--- src/rtl/fsk_pkg.sv ---
// rtl/fsk_pkg.sv - shared types and constants for the FSK frame scheduler (FSK_PARITY_EN adds a parity symbol per byte)
package fsk_pkg;

    typedef enum logic [2:0] {
        IDLE,
        PREAMBLE,
        SYNC,
        DATA,
        GAP
    } state_e;

    localparam logic MARK_BIT = 1'b1;

`ifdef FSK_PARITY_EN
    localparam int BITS_PER_BYTE = 9;
`else
    localparam int BITS_PER_BYTE = 8;
`endif

    // Symbol value for position idx within a payload byte (LSB first);
    // position 8 is the even-parity symbol when parity is enabled.
    function automatic logic byte_bit(input logic [7:0] b, input logic [3:0] idx);
`ifdef FSK_PARITY_EN
        return idx[3] ? ^b : b[idx[2:0]];
`else
        return idx[3] ? MARK_BIT : b[idx[2:0]];
`endif
    endfunction

endpackage

--- src/rtl/fsk_bit_timer.sv ---
// rtl/fsk_bit_timer.sv - symbol timer wrapping every SAMPLES_PER_BIT clocks
module fsk_bit_timer #(
    parameter int SAMPLES_PER_BIT = 1200
) (
    input  logic clk,
    input  logic clr_i,
    output logic sym_tick_o
);

    localparam int CW = $clog2(SAMPLES_PER_BIT);
    localparam logic [CW-1:0] LAST = CW'(SAMPLES_PER_BIT - 1);

    logic [CW-1:0] count_q;
    logic [CW-1:0] count_d;

    // Tick marks the final clock of the current symbol.
    assign sym_tick_o = (count_q == LAST);

    // Next count: cleared while idle or in reset, wraps at the end of a symbol.
    always_comb begin
        count_d = count_q + CW'(1);
        if (clr_i || sym_tick_o) begin
            count_d = '0;
        end
    end

    // Count register.
    always_ff @(posedge clk) begin
        count_q <= count_d;
    end

endmodule

--- src/rtl/fsk_frame_sched.sv ---
// rtl/fsk_frame_sched.sv - frame scheduler driving fsk_base_data (FSK_PARITY_EN adds byte parity)
module fsk_frame_sched
    import fsk_pkg::*;
#(
    parameter int         SAMPLES_PER_BIT = 1200,
    parameter int         PREAMBLE_BITS   = 16,
    parameter logic [7:0] SYNC_WORD       = 8'hD3,
    parameter int         GAP_BITS        = 8
) (
    input  logic       clk,
    input  logic       rst,
    input  logic       frame_start,
    input  logic [7:0] frame_len,
    input  logic [7:0] in_data,
    input  logic       in_valid,
    output logic       in_ready,
    output logic       fsk_base_data,
    output logic       tx_busy,
    output logic       frame_done,
    output logic       underrun
);

    localparam logic [7:0] PRE_LAST  = 8'(PREAMBLE_BITS - 1);
    localparam logic [7:0] GAP_LAST  = 8'(GAP_BITS - 1);
    localparam logic [7:0] BYTE_LAST = 8'(BITS_PER_BYTE - 1);

    state_e     state_q, state_d;
    logic [7:0] bit_idx_q, bit_idx_d;
    logic [7:0] left_q, left_d;       // bytes still to be accepted
    logic [7:0] hold_q, hold_d;
    logic       hold_full_q, hold_full_d;
    logic [7:0] shift_q, shift_d;
    logic       out_q, out_d;

    logic       sym_tick;
    logic       accept;
    logic       byte_boundary;
    logic [7:0] nidx;

    fsk_bit_timer #(
        .SAMPLES_PER_BIT(SAMPLES_PER_BIT)
    ) u_timer (
        .clk       (clk),
        .clr_i     (!rst || (state_q == IDLE)),
        .sym_tick_o(sym_tick)
    );

    assign nidx          = bit_idx_q + 8'd1;
    assign in_ready      = !hold_full_q && ((state_q == SYNC) || (state_q == DATA)) && (left_q != 8'd0);
    assign accept        = in_valid && in_ready;
    assign byte_boundary = sym_tick && (((state_q == SYNC) && (bit_idx_q == 8'd7)) ||
                                        ((state_q == DATA) && (bit_idx_q == BYTE_LAST)));
    assign underrun      = byte_boundary && !hold_full_q && (left_q != 8'd0);
    assign frame_done    = sym_tick && (state_q == GAP) && (bit_idx_q == GAP_LAST);
    assign tx_busy       = (state_q != IDLE);
    assign fsk_base_data = out_q;

    // Next-state logic: symbol sequencing on timer wraps plus the byte handshake.
    always_comb begin
        state_d     = state_q;
        bit_idx_d   = bit_idx_q;
        left_d      = left_q;
        hold_d      = hold_q;
        hold_full_d = hold_full_q;
        shift_d     = shift_q;
        out_d       = out_q;

        unique case (state_q)
            IDLE: begin
                hold_full_d = 1'b0;
                bit_idx_d   = 8'd0;
                out_d       = MARK_BIT;
                if (frame_start) begin
                    state_d = PREAMBLE;
                    left_d  = frame_len;
                    out_d   = 1'b1;
                end
            end
            PREAMBLE: begin
                if (sym_tick) begin
                    if (bit_idx_q == PRE_LAST) begin
                        state_d   = SYNC;
                        bit_idx_d = 8'd0;
                        out_d     = SYNC_WORD[0];
                    end else begin
                        bit_idx_d = nidx;
                        out_d     = ~nidx[0];
                    end
                end
            end
            SYNC, DATA: begin
                if (byte_boundary) begin
                    bit_idx_d = 8'd0;
                    if (hold_full_q) begin
                        state_d     = DATA;
                        shift_d     = hold_q;
                        hold_full_d = 1'b0;
                        out_d       = hold_q[0];
                    end else begin
                        // Either every byte is sent or one is missing: close the frame.
                        state_d = GAP;
                        out_d   = MARK_BIT;
                    end
                end else if (sym_tick) begin
                    bit_idx_d = nidx;
                    out_d     = (state_q == SYNC) ? SYNC_WORD[nidx[2:0]] : byte_bit(shift_q, nidx[3:0]);
                end
            end
            GAP: begin
                if (sym_tick) begin
                    out_d = MARK_BIT;
                    if (bit_idx_q == GAP_LAST) begin
                        state_d   = IDLE;
                        bit_idx_d = 8'd0;
                    end else begin
                        bit_idx_d = nidx;
                    end
                end
            end
            default: begin
                state_d = IDLE;
            end
        endcase

        // Applied after the boundary transfer so both take effect in one cycle.
        if (accept) begin
            hold_d      = in_data;
            hold_full_d = 1'b1;
            left_d      = left_q - 8'd1;
        end
    end

    // State registers with synchronous active-low reset.
    always_ff @(posedge clk) begin
        if (!rst) begin
            state_q     <= IDLE;
            bit_idx_q   <= 8'd0;
            left_q      <= 8'd0;
            hold_q      <= 8'd0;
            hold_full_q <= 1'b0;
            shift_q     <= 8'd0;
            out_q       <= MARK_BIT;
        end else begin
            state_q     <= state_d;
            bit_idx_q   <= bit_idx_d;
            left_q      <= left_d;
            hold_q      <= hold_d;
            hold_full_q <= hold_full_d;
            shift_q     <= shift_d;
            out_q       <= out_d;
        end
    end

endmodule
--- config.mk ---
export PLATFORM = sky130hd
export DESIGN_NAME = fsk_frame_sched
export DESIGN_NICKNAME = d
export VERILOG_FILES = /design/src/rtl/fsk_pkg.sv /design/src/rtl/fsk_bit_timer.sv /design/src/rtl/fsk_frame_sched.sv
export SDC_FILE = /design/constraint.sdc
export NUM_CORES = 1
export LEC_CHECK = 0
export CORE_UTILIZATION = 40
export CTS_BUF_LIST = sky130_fd_sc_hd__clkbuf_8
export CTS_CLUSTER_SIZE = 16
export DETAILED_ROUTE_END_ITERATION = 7
export PLACE_DENSITY = 0.6
export REMOVE_ABC_BUFFERS = 1
export SYNTH_ARGS = -nofsm -noshare
export SYNTH_HDL_FRONTEND = slang
export SYNTH_SLANG_ARGS = --single-unit
--- constraint.sdc ---
create_clock -name clk -period 4.4 [get_ports clk]
set_input_delay 1.1 -clock clk [delete_from_list [all_inputs] [get_ports clk]]
set_output_delay 1.1 -clock clk [all_outputs]
set_load 0.02 [all_outputs]
* Word level (Yosys, flattened, before mapping)
Memory sizes are Yosys's and may differ from the RTL's.
Index checks and enable logic that the tools add are counted.
** Storage, ports and cells
- ROM bits :: 8
- Memories :: 1
- Flip-flop bits (word level) :: 48
** Memories
- (no name shown) :: words 8, width 1, read ports 1, clocked after memory_dff 0, write ports 0, line fsk_frame_sched.sv:106 : out_d = (state_q == SYNC) ? SYNC_WORD[nidx[2:0]] : byte_bit(shift_q, nidx[3:0]);
** Cells by class
- $add $sub $neg :: 3
- Muxes and demuxes :: 33
- Reduce and logical (&&, ||, !) cells :: 29
- Equality and inequality tests :: 15
- Bitwise logic cells :: 1
- $lt $le $gt $ge :: 1
** Operators by type and width (count)
- $mux W8 :: 9
- $pmux W8 S4 :: 1
- $mux W3 :: 7
- $mux W1 :: 12
- $ne A2 B2 Y1 const B :: 6
- $pmux W3 S4 :: 1
- $add A11 B1 Y11 const B :: 1
- $eq A11 B11 Y1 const B :: 1
- $logic_and A1 B1 Y1 :: 10
- $add A8 B1 Y8 const B :: 1
- $eq A8 B3 Y1 const B :: 1
- $eq A8 B4 Y1 const B :: 1
- $reduce_bool A8 Y1 :: 1
- $sub A8 B1 Y8 const B :: 1
- $eq A3 B2 Y1 const B :: 2
- $ne A3 B3 Y1 const B :: 2
- $reduce_and A6 Y1 :: 1
- $reduce_bool A3 Y1 :: 2
- $logic_or A1 B1 Y1 :: 4
- $lt A3 B4 Y1 const B :: 1
- $pmux W1 S4 :: 1
- $reduce_and A2 Y1 :: 2
- $reduce_and A4 Y1 :: 1
- $reduce_bool A2 Y1 :: 2
- 10 further kinds :: 11

* Longest topological paths before layout
Gate-level depths: netlist of the first run.
- Word-level depth :: 8
- Mapped depth :: 8

* By module
From an unflattened synthesis of the first run, not the netlist that was laid out.
** Unflattened totals
- Cell total of the unflattened synthesis :: 305
- Area total of the unflattened synthesis :: 2539.9 um^2
** By module, submodules not included
- fsk_frame_sched :: sequential area each 740.7 um^2, cells each 245, area an instance 2018.2 um^2, instances 1
- fsk_bit_timer :: sequential area each 220.2 um^2, cells each 60, area an instance 521.8 um^2, instances 1

* Worst setup path before layout of the first run
No wires, ideal clock.
- Kind :: register -> output
- Start :: reg u_timer.count_q[0]
- End :: out frame_done
- Arrival time :: 1.979 ns
- Required time :: 3.300 ns
- Path buffers :: 2
- Cell stages (with the launch flop) :: 8
- Slack :: 1.321 ns
- Cell sequence :: dfxtp_1 -> ha_1 -> and4_1 -> clkbuf_1 -> and3_1 -> buf_2 -> nand2_1 -> nor4_1
** On the way
- Word-level cells in the longest chain between the ends :: 3
** Ends and longest elaborated chain
- from (decl) :: line fsk_bit_timer.sv:13 : logic [CW-1:0] count_q;
- from (signal assigned) :: line fsk_bit_timer.sv:29 : count_q <= count_d;
- $eq A11 B11 Y1 :: line fsk_bit_timer.sv:17 : assign sym_tick_o = (count_q == LAST);
- $logic_and A1 B1 Y1 (2 in a row) :: line fsk_frame_sched.sv:54 : assign frame_done = sym_tick && (state_q == GAP) && (bit_idx_q == GAP_LAST);
- to (decl) :: line fsk_frame_sched.sv:19 : output logic frame_done,
No other way between the ends.

* Final worst setup path of the first run
Ends and elaborated chain as after synthesis.

==> flow_summary.yaml, run 1 <==
cts:
  cts_num_sinks: 48
  clock_path_buffers: 2
  post_cts_buffers: 0
  path_clk_slew_ns: 0.09
  cts.repair.resized: 0
  root_buffer: "clkbuf_8"
  cts_tree: "yes"
  clock_latency_ns: 0.30
  hold_buffers: 0
  numCtsBuffers: 5
  cts_max_level: 2
timing:
  min_period_ns: 3.78
  holdWs_ns: 0.463
  fmax_ghz: 0.265
  clock_skew_ns: 0.0103
  final-setup-viol-count: 0
  fin_tns_setup_ns: 0
  relSlewSlack_pct: 49.1
  rsz0062_at_grt: "false"
  finalMaxSlewViolations: 0
  post-route-period-util_pct: 85.9
  worst_pin_slew_ns: 0.757
  finalHoldViolations: 0
placement:
  portBuffers: 24
  place_congestion: 0.863
  hpwl_um: 3950
  place_inst: 381
logic_synthesis:
  synthFlopType: "dfxtp_1"
  yosys_warnings: 0
  synth.distinct_cells: 59
  syn_avg_cell_area_sq_um: 8.58
  synth_edf_count: 0
  syn_area_sq_mm: 0.00252
  ys_seq_elements: 48
  syn_inst: 294
  yosysSeqAreaShare_pct: 38.1
  synthArstFlopShare_pct: 0
setup_path:
  r2r-end: "fsk_base_data"
  start_kind: "flop"
  critPathTopFamily: "simple AND/OR/NAND/NOR gates"
  cp_num_buf_inv: 1
  crit_slowest_cell: "clkdlybuf4s50_1"
  reg2regPathDepth: 7
  worst-path-max-fanout: 12
  crit_path_end_kind: "output pin"
  critPathKind: "reg2out"
  cp_cell_sequence: "ha_1 -> and4_1 -> and3_1 -> nand2_1 -> nor4_1 -> clkdlybuf4s50_1"
  cp.arrival_ns: 2.68
  r2r_slack_ns: 1.84
  r2r-start: "bit_idx_q[0]"
  worstPathRequired_ns: 3.30
  cpPeakStageDelay_ns: 0.67
floorplanning:
  dieArea_sq_mm: 0.00662
  coreArea_sq_mm: 0.00599
  die_h_um: 81.4
  io-pin-count: 25
  die_w_um: 81.4
  num_rows: 28
  start_util_pct: 42.1
hold_path:
  hold_path_depth: 2
  hp-class: "reg2reg"
  holdPathEnd: "hold_q[7]"
  min-delay-start: "hold_q[7]"
power_and_ir_drop:
  p_sw_share_pct: 26.0
  clkPwrFrac_pct: 33.8
  intPower_w: 0.000591
  p_per_area_mw_per_mm2: 276
  combPwrFrac_pct: 10.0
  seqPwrFrac_pct: 56.2
  finalPower_w: 0.000799
  ir_worst_vdd_v: 0.000133
  leakage_nw: 0.970
  power.switching_w: 0.000208
finish:
  layout-drive-gt1-share_pct: 8.60
  stdcell_count: 389
  layout_commonest_cell: "dfxtp_1"
  num_antenna_cells: 0
  nets: 337
  syn_to_final_growth_pct: 14.9
  final_cell_mix: "dfxtp_1 (48), nor2_1 (37), nand2_1 (33)"
  final_util_pct: 48.4
global_routing:
  grt_max_degree: 34
  grt.total_usage_pct: 18.8
  grt_remaining_overflow: 0
  grt_pass1_vias: 1991
  antenna_found_initial: 0
  grt_pass1_wl_um: 9570
detailed_routing:
  drc_errors: 0
  vias_per_cell: 5.62
  wl_per_cell_um: 14.3
  wirelength_um: 5580
  drt_iter0_drc: 122
  first_pass_iters: 4
  route.vias.total: 2188
  antenna_left: 0
flow_run:
  drv_cap: 0
status:
  status: "finished, final reports clean"
[kinds of logic after synthesis]
kind of cell	Yosys count	share of synthesized area, %
compound gates	60	17.0
xor+xnor	16	5.56
fa+ha+maj	4	1.99
buf+inv	26	4.57
flops	48	38.1
mux	12	5.81
simple gates	128	26.9
[per-stage QoR]
step | cell area, sq um | setup slack (ns)
2_1_floorplan | 2440 | 1.40
3_3_place_gp | 2810 | 0.969
3_5_place_dp | 2810 | 0.921
4_1_cts | 2900 | 0.594
5_1_grt | 2900 | 0.354
6_report | 2900 | 0.621
[flip-flops by register name, summed over array words and instances, names as in the netlist]
register / flops
u_timer.count_q: 11
bit_idx_q: 8
hold_q: 8
left_q: 8
shift_q: 8
state_q: 3
fsk_base_data: 1
hold_full_q: 1
[how the worst max path moves through the flow]
stage | start | endpoint | slack (ns) | cells after the start
after global placement | u_timer.count_q[0] | frame_done | 0.97 | 6
after CTS | u_timer.count_q[0] | frame_done | 0.59 | 6
after detailed placement | u_timer.count_q[0] | frame_done | 0.92 | 6
final | u_timer.count_q[0] | frame_done | 0.62 | 6
after floorplan | u_timer.count_q[0] | frame_done | 1.40 | 5
after global routing | u_timer.count_q[0] | frame_done | 0.35 | 6
[tightest hold or removal path, stage by stage (launching register included)]
cell	delay (ns)
dfxtp_1	0.32
nand2_1	0.05
a21oi_1	0.05
[metal layers]
layer | routed length, um | GRT usage [%] | part of all wire [%] | up-vias
met3 | 195 | 3.60 | 3.5 | 4
li1 | - | - | - | 1101
met2 | 2460 | 28.6 | 44 | 38
met1 | 2860 | 26.3 | 51 | 1045
met4 | 62 | 6.25 | 1.1 | 0
met5 | 0 | 0 | 0 | -
[power groups by stage]
stage	clock network (W)	logic, W	registers, W
after detailed placement	0	0.0000795	0.000459
after global routing	0.000292	0.0000886	0.000451
after global placement	0	0.0000794	0.000459
after CTS	0.000278	0.0000799	0.000449
after floorplan	0	0.0000416	0.000458
final	0.000270	0.0000797	0.000449
[Yosys cell counts (2+ instances only)]
| cell | n | share of area [%] |
|---|---|---|
| a2111o_1 | 2 | 0.89 |
| a211oi_1 | 3 | 0.89 |
| a21oi_1 | 22 | 4.4 |
| a221oi_1 | 2 | 0.69 |
| a2bb2oi_1 | 2 | 0.69 |
| a31oi_1 | 4 | 0.99 |
| a41oi_1 | 3 | 1.0 |
| and2_1 | 3 | 0.74 |
| and3_1 | 6 | 1.5 |
| and3_2 | 2 | 0.60 |
| and4_1 | 5 | 1.7 |
| buf_2 | 5 | 0.99 |
| clkbuf_1 | 9 | 1.3 |
| dfxtp_1 | 48 | 38 |
| ha_1 | 4 | 2.0 |
| inv_1 | 9 | 1.3 |
| mux2i_1 | 9 | 3.6 |
| mux4_2 | 2 | 1.8 |
| nand2_1 | 33 | 4.9 |
| nand2b_1 | 2 | 0.50 |
| nand3_1 | 13 | 2.6 |
| nand4_1 | 2 | 0.50 |
| nand4b_1 | 2 | 0.69 |
| nor2_1 | 37 | 5.5 |
| nor2b_1 | 2 | 0.50 |
| nor3_1 | 5 | 0.99 |
| nor4_1 | 4 | 0.99 |
| o2111ai_1 | 2 | 0.69 |
| o21ai_0 | 7 | 1.4 |
| o311ai_0 | 2 | 0.69 |
| xnor2_1 | 9 | 3.1 |
| xor2_1 | 7 | 2.4 |
[final cells by class]
class	count	area, sq um
Fill cell	583	3090
Multi-Input combinational cell	220	1450
Sequential cell	48	961
Timing Repair Buffer	28	270
Tap cell	75	93.8
Clock buffer	5	68.8
Inverter	10	37.5
Clock inverter	3	21.3
(Power assumes the default switching activity.)
==> inputs of run 2 (changes only) <==
CTS_BUF_LIST = sky130_fd_sc_hd__clkbuf_16   (was sky130_fd_sc_hd__clkbuf_8)
==> run 2 against run 1 <==
- clock skew barely moved
- combinational power increased by 0.6%
- sequential share of layout area fell by 0.63 points
- cell count stayed put
- sequential cell count unchanged
- register-to-register slack hardly changed
- critical path depth stayed put
- highest routed layer unchanged
==> flow_summary.yaml, run 2 (synthesis gave the netlist of run 1 again) <==
detailed_routing:
  route.vias.total: 2188
  wirelength_um: 5610
  antenna_left: 0
  drt_iter0_drc: 109
  drc_errors: 0
  vias_per_cell: 5.62
  wl_per_cell_um: 14.4
  first_pass_iters: 4
hold_path:
  hold_path_depth: 2
  hp-class: "reg2reg"
cts:
  hold_buffers: 0
  root_buffer: "clkbuf_16"
  clock_path_buffers: 2
  cts_tree: "yes"
  clock_latency_ns: 0.29
  numCtsBuffers: 5
  cts.repair.resized: 0
  post_cts_buffers: 0
  cts_num_sinks: 48
  cts_max_level: 2
  path_clk_slew_ns: 0.07
power_and_ir_drop:
  p_sw_share_pct: 24.3
  ir_worst_vdd_v: 0.000142
  intPower_w: 0.000690
  leakage_nw: 0.996
  combPwrFrac_pct: 8.8
  power.switching_w: 0.000221
  seqPwrFrac_pct: 49.3
  p_per_area_mw_per_mm2: 308
  clkPwrFrac_pct: 41.9
floorplanning:
  start_util_pct: 42.1
  die_w_um: 81.4
  num_rows: 28
  coreArea_sq_mm: 0.00599
  dieArea_sq_mm: 0.00662
  io-pin-count: 25
  die_h_um: 81.4
finish:
  fill_cells: 578
  layout-drive-gt1-share_pct: 8.60
  multi_input_area_sq_mm: 0.00145
  final_cell_mix: "dfxtp_1 (48), nor2_1 (37), nand2_1 (33)"
  registers.top_by_ff_count: "u_timer.count_q"
  layout_commonest_cell: "dfxtp_1"
  seq_area_sq_um: 961
  syn_to_final_growth_pct: 17.2
  nets: 337
  largest_reg_flops: 11
  num_antenna_cells: 0
timing:
  min_period_ns: 3.74
  final-setup-viol-count: 0
  clock_skew_ns: 0.00995
  holdWs_ns: 0.459
  post-route-period-util_pct: 84.9
  worst_pin_slew_ns: 0.755
  fmax_ghz: 0.268
  fin_tns_setup_ns: 0
  finalHoldViolations: 0
  finalMaxSlewViolations: 0
  setup_slack_ns: 0.662
  relSlewSlack_pct: 49.2
  rsz0062_at_grt: "false"
setup_path:
  critPathKind: "reg2out"
  reg2regPathDepth: 7
  start_kind: "flop"
  worst-path-max-fanout: 12
  cp.arrival_ns: 2.64
  worstPathRequired_ns: 3.30
  crit_path_end_kind: "output pin"
global_routing:
  grt.total_usage_pct: 18.7
  grt_max_degree: 34
  antenna_found_initial: 0
  grt_remaining_overflow: 0
  grt_pass1_wl_um: 9610
  grt_pass1_vias: 1985
placement:
  portBuffers: 24
  place_congestion: 0.863
  pre_cts_ws_ns: 0.921
  hpwl_um: 3950
flow_run:
  drv_cap: 0
status:
  status: "finished, final reports clean"
run 2: cell counts in the layout (fill, tap and decap cells not counted):
Identical to the previous run, type by type.
run 2: layout make-up:
class                   count  area share, %
clock buffers               5           4.24
inverters                  10           1.27
clock inverters             3          0.720
well taps                  75           3.18
multi-input cells         220           48.9
flip-flops and latches     48           32.5
repair buffers             28           9.15
run 2: power groups by stage:
| stage | Combinational [W] | Sequential (W) | Clock, W |
|---|---|---|---|
| 2_1_floorplan | 0.0000416 | 0.000458 | 0 |
| 3_3_place_gp | 0.0000794 | 0.000459 | 0 |
| 3_5_place_dp | 0.0000795 | 0.000459 | 0 |
| 4_1_cts | 0.0000800 | 0.000449 | 0.000391 |
| 5_1_grt | 0.0000887 | 0.000451 | 0.000404 |
| 6_report | 0.0000802 | 0.000449 | 0.000381 |
run 2: worst max-delay path, stage by stage, from the launching register on:
cell and delay, ns:
dfxtp_1 0.37, ha_1 0.21, and4_1 0.31, and3_1 0.43, nand2_1 0.14, nor4_1 0.22, clkdlybuf4s50_1 0.66
run 2: worst paths after layout:
kind	startpoint	to	slack (ns)
worst max-delay path	u_timer.count_q[0]	frame_done	0.66
worst min register to register	hold_q[7]	hold_q[7]	0.46
worst max register to register	bit_idx_q[0]	fsk_base_data	1.83
worst min-delay path	hold_q[7]	hold_q[7]	0.46
run 2: per-layer routing:
metal | global-route usage [%] | wire (um)
met5 | 0 | 0
met4 | 4.82 | 19
met3 | 3.60 | 197
met2 | 28.3 | 2470
met1 | 26.8 | 2920
run 2: through the flow:
step                power (W)  util (%)  instance area (sq um)  std cells
floorplan            0.000500         -                   2440        278
global placement     0.000538      46.9                   2810        381
detailed placement   0.000539      46.9                   2810        381
CTS                  0.000920      49.3                   2950        389
global route         0.000943      49.3                   2950        389
finish               0.000911      49.3                   2950        389
==> inputs of run 3 (changes only) <==
PLACE_DENSITY = 0.63   (was 0.6)
clock period = 3.1 ns   (was 4.4 ns; I/O delays follow)
==> run 3 against run 2 <==
- count of clock-buffer cells in the layout unchanged
- critical path depth down 1
- global-route usage up 1.1 points
- total power rose by 42%
- sequential cell count unchanged
- clock power up 41%
- sequential power is 42% higher
- via count is 1.4% higher
- non-clock buffer count is 10 higher
- setup slack got worse by 0.52 ns
- utilization is 1.2 points higher
- combinational power grew 46%
- critical endpoint unchanged
==> flow_summary.yaml, run 3 (synthesis gave the netlist of run 1 again) <==
status:
  status: "finished, final reports clean"
detailed_routing:
  wirelength_um: 5770
  vias_per_cell: 5.56
  antenna_left: 0
  drc_errors: 0
  drt_iter0_drc: 123
  first_pass_iters: 4
  route.vias.total: 2219
  wl_per_cell_um: 14.5
timing:
  finalMaxSlewViolations: 0
  holdWs_ns: 0.458
  fmax_ghz: 0.338
  min_period_ns: 2.95
  relSlewSlack_pct: 56.9
  finalHoldViolations: 0
  rsz0062_at_grt: "false"
  clock_skew_ns: 0.00452
  post-route-period-util_pct: 95.3
  fin_tns_setup_ns: 0
  final-setup-viol-count: 0
  worst_pin_slew_ns: 0.640
finish:
  registers.top_by_ff_count: "u_timer.count_q"
  num_antenna_cells: 0
  largest_reg_flops: 11
  final_cell_mix: "dfxtp_1 (48), nor2_1 (37), nand2_1 (33)"
  layout-drive-gt1-share_pct: 11.1
  syn_to_final_growth_pct: 20.0
  nets: 347
  layout_commonest_cell: "dfxtp_1"
global_routing:
  grt_max_degree: 34
  grt.total_usage_pct: 19.7
  antenna_found_initial: 0
  grt_pass1_vias: 2113
  grt_remaining_overflow: 0
  grt_pass1_wl_um: 10000
placement:
  place_congestion: 0.887
  portBuffers: 24
  hpwl_um: 4160
setup_path:
  worst-path-max-fanout: 6
  critPathTopFamily: "simple AND/OR/NAND/NOR gates"
  start_kind: "flop"
  worstPathRequired_ns: 2.32
  crit_slowest_cell: "or4_4"
  crit_path_end_kind: "output pin"
  cpPeakStageDelay_ns: 0.59
  cp_num_buf_inv: 1
  cp_cell_sequence: "or4_4 -> nor3_4 -> nand2_1 -> nor4_1 -> dlygate4sd2_1"
  cp.arrival_ns: 2.18
  critPathKind: "reg2out"
cts:
  clock_latency_ns: 0.29
  clock_path_buffers: 2
  cts_num_sinks: 48
  numCtsBuffers: 5
  hold_buffers: 0
  cts.repair.resized: 2
  cts_max_level: 2
  cts_tree: "yes"
  root_buffer: "clkbuf_16"
  path_clk_slew_ns: 0.07
  post_cts_buffers: 0
floorplanning:
  coreArea_sq_mm: 0.00599
  num_rows: 28
  die_w_um: 81.4
  die_h_um: 81.4
  io-pin-count: 25
  dieArea_sq_mm: 0.00662
  start_util_pct: 42.1
power_and_ir_drop:
  p_per_area_mw_per_mm2: 427
  leakage_nw: 1.06
  ir_worst_vdd_v: 0.000232
hold_path:
  hp-class: "reg2reg"
flow_run:
  drv_cap: 0
==> run 3: cell types whose count changed in the layout (fill, tap and decap cells not counted) <==
cell	before	now
clkdlybuf4s50_1	24	22
dlygate4sd2_1	0	2
clkinv_2	1	0
clkinv_4	0	1
buf_4	4	14
inv_6	1	0
inv_1	9	10
==> run 3: layer usage <==
| layer | GRT usage (%) | part of all wire, % | up-vias |
|---|---|---|---|
| li1 | - | - | 1125 |
| met5 | 0 | 0 | - |
| met3 | 3.60 | 3.2 | 6 |
| met1 | 26.5 | 49 | 1054 |
| met4 | 7.50 | 1.4 | 0 |
| met2 | 31.2 | 46 | 34 |
==> run 3: worst paths after layout <==
check	end	from	slack (ns)	cells past startpoint
worst max-delay path	frame_done	bit_idx_q[4]	0.15	5
worst min-delay path	hold_q[3]	hold_q[3]	0.46	2
worst max register to register	fsk_base_data	bit_idx_q[0]	0.59	7
worst min register to register	hold_q[3]	hold_q[3]	0.46	2
==> run 3: final cells by class <==
| cell class | instances | area (sq um) |
|---|---|---|
| Fill cell | 578 | 2970 |
| Multi-Input combinational cell | 220 | 1450 |
| Sequential cell | 48 | 961 |
| Timing Repair Buffer | 38 | 343 |
| Clock buffer | 5 | 125 |
| Tap cell | 75 | 93.8 |
| Inverter | 10 | 37.5 |
| Clock inverter | 3 | 20.0 |
==> run 3: tightest hold or removal path, stage by stage, from the launching register on <==
cell and delay [ns]:
dfxtp_1 0.31, nand2_1 0.05, a21oi_1 0.05
==> run 3: stage by stage <==
| stage | total power, W | instances | cell area (sq um) | utilization, % | setup slack (ns) |
|---|---|---|---|---|---|
| 2_1_floorplan | 0.000709 | 278 | 2440 | - | 0.425 |
| 3_3_place_gp | 0.000767 | 391 | 2880 | 48.1 | 0.174 |
| 3_5_place_dp | 0.000769 | 391 | 2880 | 48.1 | 0.148 |
| 4_1_cts | 0.00130 | 399 | 3030 | 50.5 | 0.119 |
| 5_1_grt | 0.00135 | 399 | 3030 | 50.5 | 0.0243 |
| 6_report | 0.00129 | 399 | 3030 | 50.5 | 0.146 |
==> run 3: where the power goes <==
| group | switching (W) | leakage (nW) | internal, W | total (W) |
|---|---|---|---|---|
| sequential | 0.0000120 | 0.389 | 0.000626 | 0.000638 |
| combinational | 0.0000614 | 0.598 | 0.0000557 | 0.000117 |
| clock | 0.000239 | 0.0712 | 0.000298 | 0.000537 |
| total | 0.000313 | 1.06 | 0.000980 | 0.00129 |
